## config.mk

```make
export PLATFORM = sky130hd
export DESIGN_NAME = alu_arbiter
export DESIGN_NICKNAME = d
export VERILOG_FILES = /design/src/rtl/alu_arbiter.sv
export SDC_FILE = /design/constraint.sdc
export NUM_CORES = 1
export LEC_CHECK = 0
export CORE_ASPECT_RATIO = 0.8
export CORE_MARGIN = 4
export CORE_UTILIZATION = 32
export CTS_CLUSTER_DIAMETER = 30
export CTS_CLUSTER_SIZE = 14
export DETAILED_ROUTE_END_ITERATION = 7
export RECOVER_POWER = 100
export SYNTH_ARGS = -nofsm -noshare
export SYNTH_HDL_FRONTEND = slang
export SYNTH_SLANG_ARGS = --single-unit
```

## constraint.sdc

```tcl
create_clock -name IN_clk -period 1.7 [get_ports IN_clk]
set_input_delay 0.51 -clock IN_clk [delete_from_list [all_inputs] [get_ports IN_clk]]
set_output_delay 0.51 -clock IN_clk [all_outputs]
set_load 0.01 [all_outputs]
```

## src/rtl/alu_arbiter.sv

```systemverilog
// Round-robin arbiter that shares one 8-bit ALU between two requesters and runs
// each 16-bit request as two chained byte slices (low, then high) before acking.
module alu_arbiter #(
  parameter int         N_REQ  = 2,
  parameter logic [3:0] OP_ADD = 4'hA,
  parameter logic [3:0] OP_SUB = 4'hB,
  parameter logic [3:0] OP_AND = 4'hC,
  parameter logic [3:0] OP_OR  = 4'hD,
  parameter logic [3:0] OP_CMP = 4'hE
) (
  input  logic             IN_clk,
  input  logic             IN_reset,
  input  logic [N_REQ-1:0] IN_req,
  input  logic [3:0]       IN_op0,
  input  logic [15:0]      IN_a0,
  input  logic [15:0]      IN_b0,
  input  logic [3:0]       IN_op1,
  input  logic [15:0]      IN_a1,
  input  logic [15:0]      IN_b1,
  input  logic [7:0]       IN_S,
  input  logic             IN_carry_in,
  input  logic             IN_zero,
  output logic [7:0]       OUT_data_a,
  output logic [7:0]       OUT_data_b,
  output logic [3:0]       OUT_ALU_OP,
  output logic             OUT_carry_out,
  output logic [N_REQ-1:0] OUT_grant,
  output logic [N_REQ-1:0] OUT_ack,
  output logic [15:0]      OUT_result,
  output logic             OUT_carry,
  output logic             OUT_zero,
  output logic             OUT_neg_ans,
  output logic             OUT_less_than,
  output logic             OUT_busy
);

  // Handshake: a requester raises IN_req[i] with stable operands and holds it
  // until OUT_ack[i] pulses; it must drop IN_req[i] during the ack (DONE) cycle.
  typedef enum logic [1:0] {S_IDLE, S_LOW, S_HIGH, S_DONE} state_t;

  state_t      state_q, state_d;
  logic        last_grant_q;
  logic [3:0]  op_q;
  logic [15:0] a_q, b_q;
  logic [7:0]  res_lo_q;
  logic        z_lo_q, c_lo_q;
  logic        win;

  // On a tie the requester that did not win last time is chosen.
  assign win = (IN_req == 2'b11) ? ~last_grant_q : IN_req[1];

  always_ff @(posedge IN_clk) begin
    if (IN_reset) begin
      state_q       <= S_IDLE;
      last_grant_q  <= 1'b1;
      op_q          <= '0;
      a_q           <= '0;
      b_q           <= '0;
      res_lo_q      <= '0;
      z_lo_q        <= 1'b0;
      c_lo_q        <= 1'b0;
      OUT_grant     <= '0;
      OUT_ack       <= '0;
      OUT_result    <= '0;
      OUT_carry     <= 1'b0;
      OUT_zero      <= 1'b0;
      OUT_neg_ans   <= 1'b0;
      OUT_less_than <= 1'b0;
    end else begin
      state_q <= state_d;
      case (state_q)
        S_IDLE: begin
          if (|IN_req) begin
            op_q         <= win ? IN_op1 : IN_op0;
            a_q          <= win ? IN_a1  : IN_a0;
            b_q          <= win ? IN_b1  : IN_b0;
            OUT_grant    <= win ? 2'b10  : 2'b01;
            last_grant_q <= win;
          end
        end
        S_LOW: begin
          res_lo_q <= IN_S;
          z_lo_q   <= IN_zero;
          c_lo_q   <= IN_carry_in;
        end
        S_HIGH: begin
          OUT_result    <= {IN_S, res_lo_q};
          OUT_zero      <= z_lo_q & IN_zero;
          OUT_neg_ans   <= IN_S[7];
          OUT_carry     <= IN_carry_in;
          OUT_less_than <= (op_q == OP_CMP) & IN_carry_in;
          OUT_ack       <= OUT_grant;
        end
        default: begin
          OUT_ack   <= '0;
          OUT_grant <= '0;
        end
      endcase
    end
  end

  always_comb begin
    state_d = state_q;
    case (state_q)
      S_IDLE:  if (|IN_req) state_d = S_LOW;
      S_LOW:   state_d = S_HIGH;
      S_HIGH:  state_d = S_DONE;
      default: state_d = S_IDLE;
    endcase
  end

  // ALU drive decoded from state and the latched request; zero outside the slices.
  always_comb begin
    OUT_data_a    = '0;
    OUT_data_b    = '0;
    OUT_ALU_OP    = '0;
    OUT_carry_out = 1'b0;
    OUT_busy      = (state_q != S_IDLE);
    case (state_q)
      S_LOW: begin
        OUT_data_a    = a_q[7:0];
        OUT_data_b    = b_q[7:0];
        OUT_ALU_OP    = op_q;
        OUT_carry_out = (op_q == OP_SUB) || (op_q == OP_CMP);
      end
      S_HIGH: begin
        OUT_data_a = a_q[15:8];
        OUT_data_b = b_q[15:8];
        OUT_ALU_OP = op_q;
        if ((op_q == OP_ADD) || (op_q == OP_SUB)) OUT_carry_out = c_lo_q;
        else if (op_q == OP_CMP)                  OUT_carry_out = ~c_lo_q;
        else                                      OUT_carry_out = 1'b0;
      end
      default: ;
    endcase
  end

endmodule

```

==> insert_results.sql <==
INSERT INTO impl_metrics (metric_group, metric, value, unit) VALUES
('floorplan', 'dieArea', '12020', 'um2'),
('placement', 'pre_cts_slack', '-0.5435', 'ns'),
('clock_network', 'clk_transition_reported_paths', '0.06', 'ns'),
('min_path', 'min_path_cells', '2', ''),
('final_layout', 'insertedDiodeCount', '0', ''),
('status', 'failed_checks', 'negative setup slack', ''),
('placement', 'place_area', '4903', 'um2'),
('sta', 'hold_viol', '0', ''),
('final_layout', 'fin_util', '55.23', '%'),
('worst_setup_path', 'reg2reg_setup_slack', '-0.13', 'ns'),
('global_route', 'pin_count_of_the_biggest_net_entering_global_routing', '44', ''),
('worst_setup_path', 'rr_startpoint', 'state_q[1]', ''),
('route', 'route.detailed.wl_per_inst', '15.87', 'um'),
('route', 'first_pass_iters', '4', ''),
('clock_network', 'cts.sinks', '72', ''),
('sta', 'timing.setup.tns', '-8.046', 'ns'),
('yosys', 'synth_cell_type_count', '31', ''),
('global_route', 'grt_util_met3', '5.278', '%'),
('global_route', 'grt_pass1_wl', '16.95', 'mm'),
('yosys', 'synth_common_cells', '76 x nand2_1, 72 x dfxtp_1, 67 x nor2_1, 36 x a311oi_1, 27 x mux2i_1', ''),
('sta', 'finalCriticalPeriod', '2.083', 'ns'),
('yosys', 'yosys.cell_count.top_type', 'nand2_1', ''),
('yosys', 'synth_enable_flop_cells', '0', ''),
('yosys', 'synthDominantCellAreaShare', '43.64', '%'),
('sta', 'report.final.slew_viol_count', '0', ''),
('worst_setup_path', 'critical_path.endpoint_type', 'output port', ''),
('yosys', 'netlist_area', '3303', 'um2'),
('sta', 'max-slew-margin-rel', '60.92', '%'),
('yosys', 'post_synth_main_area_contributors', 'dfxtp_1 44%, a311oi_1 9.5%, nand2_1 8.6%', ''),
('yosys', 'synth_top_family_by_area', 'simple AND/OR/NAND/NOR gates', ''),
('placement', 'place.port_buffers', '131', ''),
('floorplan', 'die_ht', '98.88', 'um'),
('final_layout', 'layout.cell_area.non_filler', '5440', 'um2'),
('sta', 'final-setup-viol-count', '57', ''),
('status', 'status', 'complete, but fails checks', ''),
('floorplan', 'row_count', '32', ''),
('final_layout', 'layout.cells.non_filler', '676', ''),
('floorplan', 'die_width', '121.6', 'um'),
('sta', 'worst-slew-pin-transition', '0.5863', 'ns'),
('global_route', 'grt_use_met1', '22.59', '%'),
('yosys', 'xor_and_xnor_fraction_of_the_mapped_netlist_area', '0', '%'),
('clock_network', 'tritoncts', 'done', ''),
('floorplan', 'placeableCoreArea', '9849', 'um2'),
('worst_setup_path', 'crit_type', 'reg2out', ''),
('sta', 'final.setup.worst_slack', '-0.3833', 'ns'),
('worst_setup_path', 'worst-endpoint-required', '1.19', 'ns'),
('yosys', 'synth.ff_latch_count', '72', ''),
('yosys', 'synth_nets', '483', ''),
('yosys', 'synth-compound-area-share', '17.27', '%'),
('global_route', 'grt_remaining_overflow', '0', ''),
('global_route', 'antenna_found_initial', '0', ''),
('route', 'via_per_inst', '4.824', ''),
('final_layout', 'layout-drive-gt1-share', '21.85', '%'),
('power', 'total_power', '9.172', 'mW'),
('final_layout', 'nets', '626', ''),
('min_path', 'worstHoldStart', 'OUT_ack[0]', ''),
('run', 'drv.max_cap_violation_count', '0', ''),
('floorplan', 'start_util', '33.54', '%'),
('yosys', 'synth-async-reset-ratio', '0', '%'),
('clock_network', 'max-clock-path-buffers', '2', ''),
('route', 'total_number_of_vias', '3261', ''),
('yosys', 'post_synth_fa_ha_maj_area_fraction', '1.515', '%'),
('global_route', 'gr-usage-all-layers', '17.49', '%'),
('placement', 'numPlacedInstances', '652', ''),
('yosys', 'post_synth_and_or_nand_nor_area_fraction', '23.18', '%'),
('clock_network', 'cts-hold-fix-buffers', '0', ''),
('sta', 'max_clock_skew', '0.004401', 'ns'),
('global_route', 'grtUsageMet2', '28.41', '%'),
('yosys', 'yosysSeqAreaShare', '43.64', '%'),
('worst_setup_path', 'critPathArrivalTime', '1.57', 'ns'),
('worst_setup_path', 'r2r_cells', '5', '');
==> registers in the layout, indices dropped and copies added, names as in the netlist <==
register and flops:
b_q 16, OUT_grant 2, last_grant_q 1, OUT_less_than 1, op_q 4, state_q 2
OUT_carry 1, c_lo_q 1, OUT_zero 1, OUT_ack 2, a_q 16, OUT_result 16
z_lo_q 1, res_lo_q 8
==> worst max-delay path by stage <==
stage / to / slack (ns) / from / cells past startpoint
5_1_grt: OUT_carry_out / -0.44 / state_q[0] / 7
3_3_place_gp: OUT_carry_out / -0.48 / state_q[1] / 6
6_report: OUT_carry_out / -0.38 / state_q[0] / 7
2_1_floorplan: OUT_data_b[4] / 0.0002 / state_q[0] / 4
3_5_place_dp: OUT_carry_out / -0.54 / state_q[0] / 6
4_1_cts: OUT_carry_out / -0.37 / state_q[0] / 7
==> worst max-delay path, cell delays in order (launching register included) <==
cell and delay (ns):
dfxtp_4 0.37, inv_4 0.05, ha_4 0.28, buf_12 0.11, and2_4 0.15, nand2_2 0.06
a21oi_2 0.09, buf_2 0.15
==> placed cells by master, fill, tap and decap left out, types with 11 or more instances in the layout <==
cell type        instances
nand2_1                 75
clkdlybuf4s50_1         82
buf_4                   19
dfxtp_1                 70
buf_2                   17
a22oi_2                 16
nor2_1                  67
clkbuf_16               11
mux2i_1                 27
a311oi_1                36
dlygate4sd2_1           26
==> layer usage <==
| layer | routed length (um) | part of all wire [%] | vias to the layer above |
|---|---|---|---|
| met4 | 146 | 1.4 | 0 |
| met2 | 5014 | 47 | 75 |
| met5 | 0 | 0 | - |
| met3 | 526 | 4.9 | 13 |
| li1 | - | - | 1637 |
| met1 | 5042 | 47 | 1536 |
==> area by class of cell <==
cell class	count	area [um2]
repair buffers	168	1652
multi-input cells	282	1833
fillers	938	4409
well taps	136	170.2
clock inverters	5	81.33
flip-flops and latches	72	1449
inverters	3	16.27
clock buffers	10	239.0
==> logic make-up after synthesis <==
family | Yosys count
AOI/OAI and AO/OA | 72
muxes | 27
and+or+nand+nor | 179
DFF | 72
buffers and inverters | 39
adders and majority gates | 4
==> what timing repair did <==
item | 4_1_cts | 5_1_grt
gates cloned | 1 | 2
pin swaps | 13 | 7
buffers inserted | 7 | 1
resized for setup | 160 | 12
endpoints found under the setup margin | 50 | 24
==> report_power, final <==
| part | internal (mW) | leakage [nW] | switching (mW) |
|---|---|---|---|
| clock | 1.32 | 0.155 | 0.715 |
| combinational | 2.36 | 1.48 | 2.18 |
| sequential | 2.23 | 0.593 | 0.373 |
| total | 5.90 | 2.22 | 3.27 |
Note: power is estimated with default switching activity, not from simulation.
==> variant 1: new RTL, same settings <==
Change the parameter `N_REQ` from 2 to 4.
--- a/src/rtl/alu_arbiter.sv
+++ b/src/rtl/alu_arbiter.sv
@@ -1,7 +1,7 @@
 // Round-robin arbiter that shares one 8-bit ALU between two requesters and runs
 // each 16-bit request as two chained byte slices (low, then high) before acking.
 module alu_arbiter #(
-  parameter int         N_REQ  = 2,
+  parameter int         N_REQ  = 4,
   parameter logic [3:0] OP_ADD = 4'hA,
   parameter logic [3:0] OP_SUB = 4'hB,
   parameter logic [3:0] OP_AND = 4'hC,
Interface: changed (resized IN_req, OUT_ack and OUT_grant); port bits go from 132 to 138. No check against the original RTL was run, so the function may have changed too.
==> variant 1 against the original RTL <==
- the flow still finishes with violations (setup timing)
- sequential cell count stayed put
- sequential share of layout area is 0.81 points lower
- total power is 1.4% lower
- final area is 3.2% higher
- area after synthesis is 4.7% higher
- via count is 8.2% higher
- wire length is 10% higher
- setup slack better by 0.032 ns
- highest routed layer is now met5
==> variant 1: results (changes against the original RTL) <==
| Metric | Value |
|---|---|
| Critical path's top delay family | buffers and inverters (was flip-flops) |
| Number of cells in the design after placement | 670 (was 652) |
| Initial antenna violation count | 1 (was 0) |
| DP Area | 0.00505 sq mm (was 0.00490 sq mm) |
| Met2 Routed Length | 5680 microns (was 5010 microns) |
| Final Net Count | 638 (was 626) |
| Number of buffer cells added on primary ports | 133 (was 131) |
| Global routing usage on met2 | 30.4% (was 28.4%) |
| Endpoints failing setup | 21 (was 57) |
| Run status | complete, but fails checks (unchanged) |
| Number of distinct library cells after synthesis | 37 (was 31) |
| Failing checks | setup timing (unchanged) |
| Gpl congestion | 0.844 (was 0.766) |
| Via count of the first global-routing pass | 3498 (was 3313) |
| Crit path setup slack, layout | -0.352 ns (was -0.383 ns) |
| Share of final-layout standard cells stronger than drive strength 1 | 23.3% (was 21.9%) |
| Wire length on met1 | 5390 microns (was 5040 microns) |
| Setup slack at placement | -0.535 ns (was -0.544 ns) |
| Detailed placer's ending HPWL | 8090 microns (was 7350 microns) |
| Worst clock skew | 0.00341 ns (was 0.00440 ns) |
| Routed via count divided by cell count | 5.11 (was 4.82) |
| Wire length of the first global-routing pass | 18300 microns (was 17000 microns) |
| Setup total negative slack | -5.90 ns (was -8.05 ns) |
| Met1 GRT Util | 23.6% (was 22.6%) |
| Most numerous cell types in the synthesized netlist | dfxtp_1, nor2_1, nand3_1 (was nand2_1, dfxtp_1, nor2_1) |
| Avg Inst Size Synth | 8.52 sq um (was 8.41 sq um) |
[variant 1: cell count changes in the layout (fill, tap and decap cells not counted), moves of 7 or more]
cell	before	now
nand2_1	75	5
nand3_1	4	40
o21ai_0	4	28
o21ai_1	1	11
a311oi_1	36	29
a311oi_2	0	7
[variant 1: layout make-up]
class | count | area (sq um)
Inverter | 6 | 27.5
Multi-Input combinational cell | 284 | 1990
Timing Repair Buffer | 173 | 1700
Sequential cell | 72 | 1450
Clock inverter | 3 | 17.5
Fill cell | 987 | 4790
Clock buffer | 12 | 256
Tap cell | 140 | 175
[variant 1: power breakdown]
part / switching, W / total, W / internal, W
logic: 0.00228 / 0.00461 / 0.00233
clock network: 0.000682 / 0.00174 / 0.00105
registers: 0.000422 / 0.00270 / 0.00228
total: 0.00338 / 0.00904 / 0.00566
[variant 1: cells by family after synthesis]
| family | Yosys count | synth area share [%] |
|---|---|---|
| and+or+nand+nor | 143 | 19.7 |
| AOI/OAI and AO/OA | 106 | 21.4 |
| other | 1 | 0.108 |
| buffers and inverters | 53 | 7.92 |
| DFF | 72 | 41.7 |
| muxes | 27 | 7.81 |
| adders and majority gates | 4 | 1.45 |
[variant 1: worst paths after layout]
kind | cells after the start | to | slack (ns)
setup / recovery | 6 | OUT_data_b[0] | -0.35
hold / removal | 2 | OUT_ack[0] | 0.47
setup reg to reg | 7 | b_q[10] | 0.12
hold reg to reg | 2 | OUT_ack[0] | 0.47
[variant 1: what timing repair did]
| item | 4_1_cts | 5_1_grt |
|---|---|---|
| gates resized for setup | 167 | 28 |
| buffers inserted | 1 | 2 |
| endpoints found under the setup margin | 74 | 61 |
| gates cloned | 2 | 1 |
| pin swaps | 11 | 11 |
| hold endpoints to repair | 0 | 0 |
==> variant 2: new RTL, same flow settings <==
Made on the original files. The 4 states of `state_t` get a Gray code encoding in 2 bits.
--- a/src/rtl/alu_arbiter.sv
+++ b/src/rtl/alu_arbiter.sv
@@ -36,7 +36,7 @@
 
   // Handshake: a requester raises IN_req[i] with stable operands and holds it
   // until OUT_ack[i] pulses; it must drop IN_req[i] during the ack (DONE) cycle.
-  typedef enum logic [1:0] {S_IDLE, S_LOW, S_HIGH, S_DONE} state_t;
+  typedef enum logic [1:0] {S_IDLE = 2'b00, S_LOW = 2'b01, S_HIGH = 2'b11, S_DONE = 2'b10} state_t;
 
   state_t      state_q, state_d;
   logic        last_grant_q;
Check against the original RTL: same outputs for any inputs over 10 cycles, from zero or initial values and one cycle with IN_reset high; not proved beyond that.
==> variant 2 against the original RTL <==
- sequential cell count unchanged
- largest cell class unchanged
- final area down 4.3%
- the run still ends with setup timing left
- critical path depth decreased by 2
- setup slack better by 0.15 ns
- critical endpoint unchanged
- highest routed layer unchanged
- first-iteration DRC count is 61% higher
- wire length grew 3.7%
- area after synthesis grew 0.76%
Power is not compared: it rests on default switching activity, and its combinational part moved more than twofold at a synthesized area within 25%.
==> variant 2: results (changes against the original RTL) <==
| Metric | Value |
|---|---|
| Syn nets | 503 (was 483) |
| Initial antenna violation count | 0 (unchanged) |
| Fraction of the mapped netlist area in compound gates | 18.4% (was 17.3%) |
| Final Net Count | 642 (was 626) |
| Number of buffers created by CTS | 9 (unchanged) |
| Critical-path maximum fanout | 4 (unchanged) |
| Setup total negative slack | -1.62 ns (was -8.05 ns) |
| Biggest cell delay along the critical path | 0.39 ns (was 0.37 ns) |
| Detailed placer's ending HPWL | 7780 microns (was 7350 microns) |
| Detailed-route wire length per cell | 15.9 microns (about the same) |
| Gpl congestion | 0.875 (was 0.766) |
| Pin count of the biggest net entering global routing | 72 (was 44) |
| Via count of the first global-routing pass | 3513 (was 3313) |
| Worst clock skew | 0.00801 ns (was 0.00440 ns) |
| Dominant combinational cell family by area after synthesis | simple AND/OR/NAND/NOR gates (unchanged) |
| Share of final-layout standard cells stronger than drive strength 1 | 15.9% (was 21.9%) |
| Failing checks | setup timing (unchanged) |
| Endpoints failing setup | 21 (was 57) |
| GR Util All Layers | 18.2% (was 17.5%) |
| Crit path setup slack, layout | -0.231 ns (was -0.383 ns) |
| Main area contributors after synthesis | dfxtp_1, nand2_1, a31oi_1 (was dfxtp_1, a311oi_1, nand2_1) |
| DRT Pass-1 Iters | 4 (unchanged) |
| Synth Instances | 417 (was 393) |
| Data arrival time at the worst-slack endpoint | 1.42 ns (was 1.57 ns) |
| Number of distinct library cells after synthesis | 26 (was 31) |
| Routed via count divided by cell count | 5.11 (was 4.82) |
| Worst-case clock buffer depth | 2 (unchanged) |
| Run status | complete, but fails checks (unchanged) |
| Initial drt markers | 237 (was 147) |
| Via count of the routed design | 3582 (was 3261) |
| Post-Synth Adder-Cell Area | 0% (was 1.52%) |
| Sequential area share after synthesis | 43.3% (was 43.6%) |
| Multiplexer fraction of the synthesized cell area | 6.02% (was 8.18%) |
| Tightest Pin Transition | 0.393 ns (was 0.586 ns) |
| Most numerous cell types in the synthesized netlist | dfxtp_1, nand2_1, a21oi_1, nand3_1 (was nand2_1, dfxtp_1, nor2_1) |
| Wire length of the first global-routing pass | 17800 microns (was 17000 microns) |
| Number of cells in the design after placement | 677 (was 652) |
| H-Tree Level Count | 3 (unchanged) |
variant 2: cell count changes in the layout (fill, tap and decap cells not counted), sizes merged, moves of 4 or more:
| cell | unedited run | this run |
|---|---|---|
| nor2 | 67 | 6 |
| a311oi | 36 | 0 |
| nand3 | 4 | 37 |
| nand4 | 0 | 33 |
| a31oi | 1 | 33 |
| o21ai | 5 | 36 |
| a21oi | 9 | 37 |
| nand2 | 76 | 58 |
| a22oi | 17 | 0 |
| mux2i | 27 | 20 |
| buf | 56 | 61 |
| ha | 4 | 0 |
variant 2: stage by stage:
step / setup WS (ns) / hold WS, ns / util, % / total power, W / instance area (sq um)
2_1_floorplan: 0.145 / 0.432 / - / 0.00230 / 3330
3_3_place_gp: -0.250 / 0.439 / 48.3 / 0.00275 / 4920
3_5_place_dp: -0.271 / 0.448 / 48.3 / 0.00275 / 4920
4_1_cts: -0.235 / 0.454 / 51.3 / 0.00453 / 5230
5_1_grt: -0.293 / 0.467 / 51.0 / 0.00472 / 5200
6_report: -0.231 / 0.450 / 51.0 / 0.00450 / 5200
variant 2: final timing paths:
check                startpoint             to  slack, ns  cells after the start
setup / recovery     state_q[1]  OUT_carry_out      -0.23                      5
hold / removal    OUT_result[2]  OUT_result[2]       0.45                      2
setup reg to reg     state_q[1]        a_q[15]       0.15                      7
hold reg to reg   OUT_result[2]  OUT_result[2]       0.45                      2
variant 2: final cells by class:
class / instances / area [sq um]
fill: 996 / 4990
multi-input combinational: 298 / 1680
inverter: 1 / 3.75
timing repair buffer: 174 / 1620
sequential: 72 / 1450
clock inverter: 6 / 45.0
tap: 140 / 175
clock buffer: 10 / 239
variant 2: tightest hold or removal path: stages (launching register included):
cell and delay, ns:
dfxtp_1 0.30, nand2_1 0.05, a21oi_1 0.05
variant 2: power groups by stage:
stage,Combinational (W),Clock (W),Sequential (W)
floorplan,0.000426,0,0.00188
global placement,0.000856,0,0.00189
detailed placement,0.000865,0,0.00189
CTS,0.000885,0.00179,0.00186
global route,0.000954,0.00189,0.00187
finish,0.000880,0.00176,0.00186
variant 2: what timing repair did:
action / in CTS / in global routing
pin swaps: 2 / 1
cloned: 1 / 0
resized for setup: 128 / 7
endpoints found under the setup margin: 51 / 46
setup buffers: 6 / 2
variant 2: per-layer routing:
metal / vias up / track usage (%) / wire, microns / part of all wire (%)
met4: 0 / 4.22 / 89 / 0.80
met5: - / 0 / 0 / 0
met1: 1661 / 23.7 / 4900 / 44
met3: 10 / 6.77 / 966 / 8.7
li1: 1774 / - / - / -
met2: 137 / 28.7 / 5170 / 46
variant 2: cells by family (layout without fill, tap and decap cells):
kind of cell	after synthesis	after routing
AO/OA/AOI/OAI	111	111
buffers and inverters	47	191
flip-flops	72	72
multiplexers	20	20
AND/OR/NAND/NOR	167	167
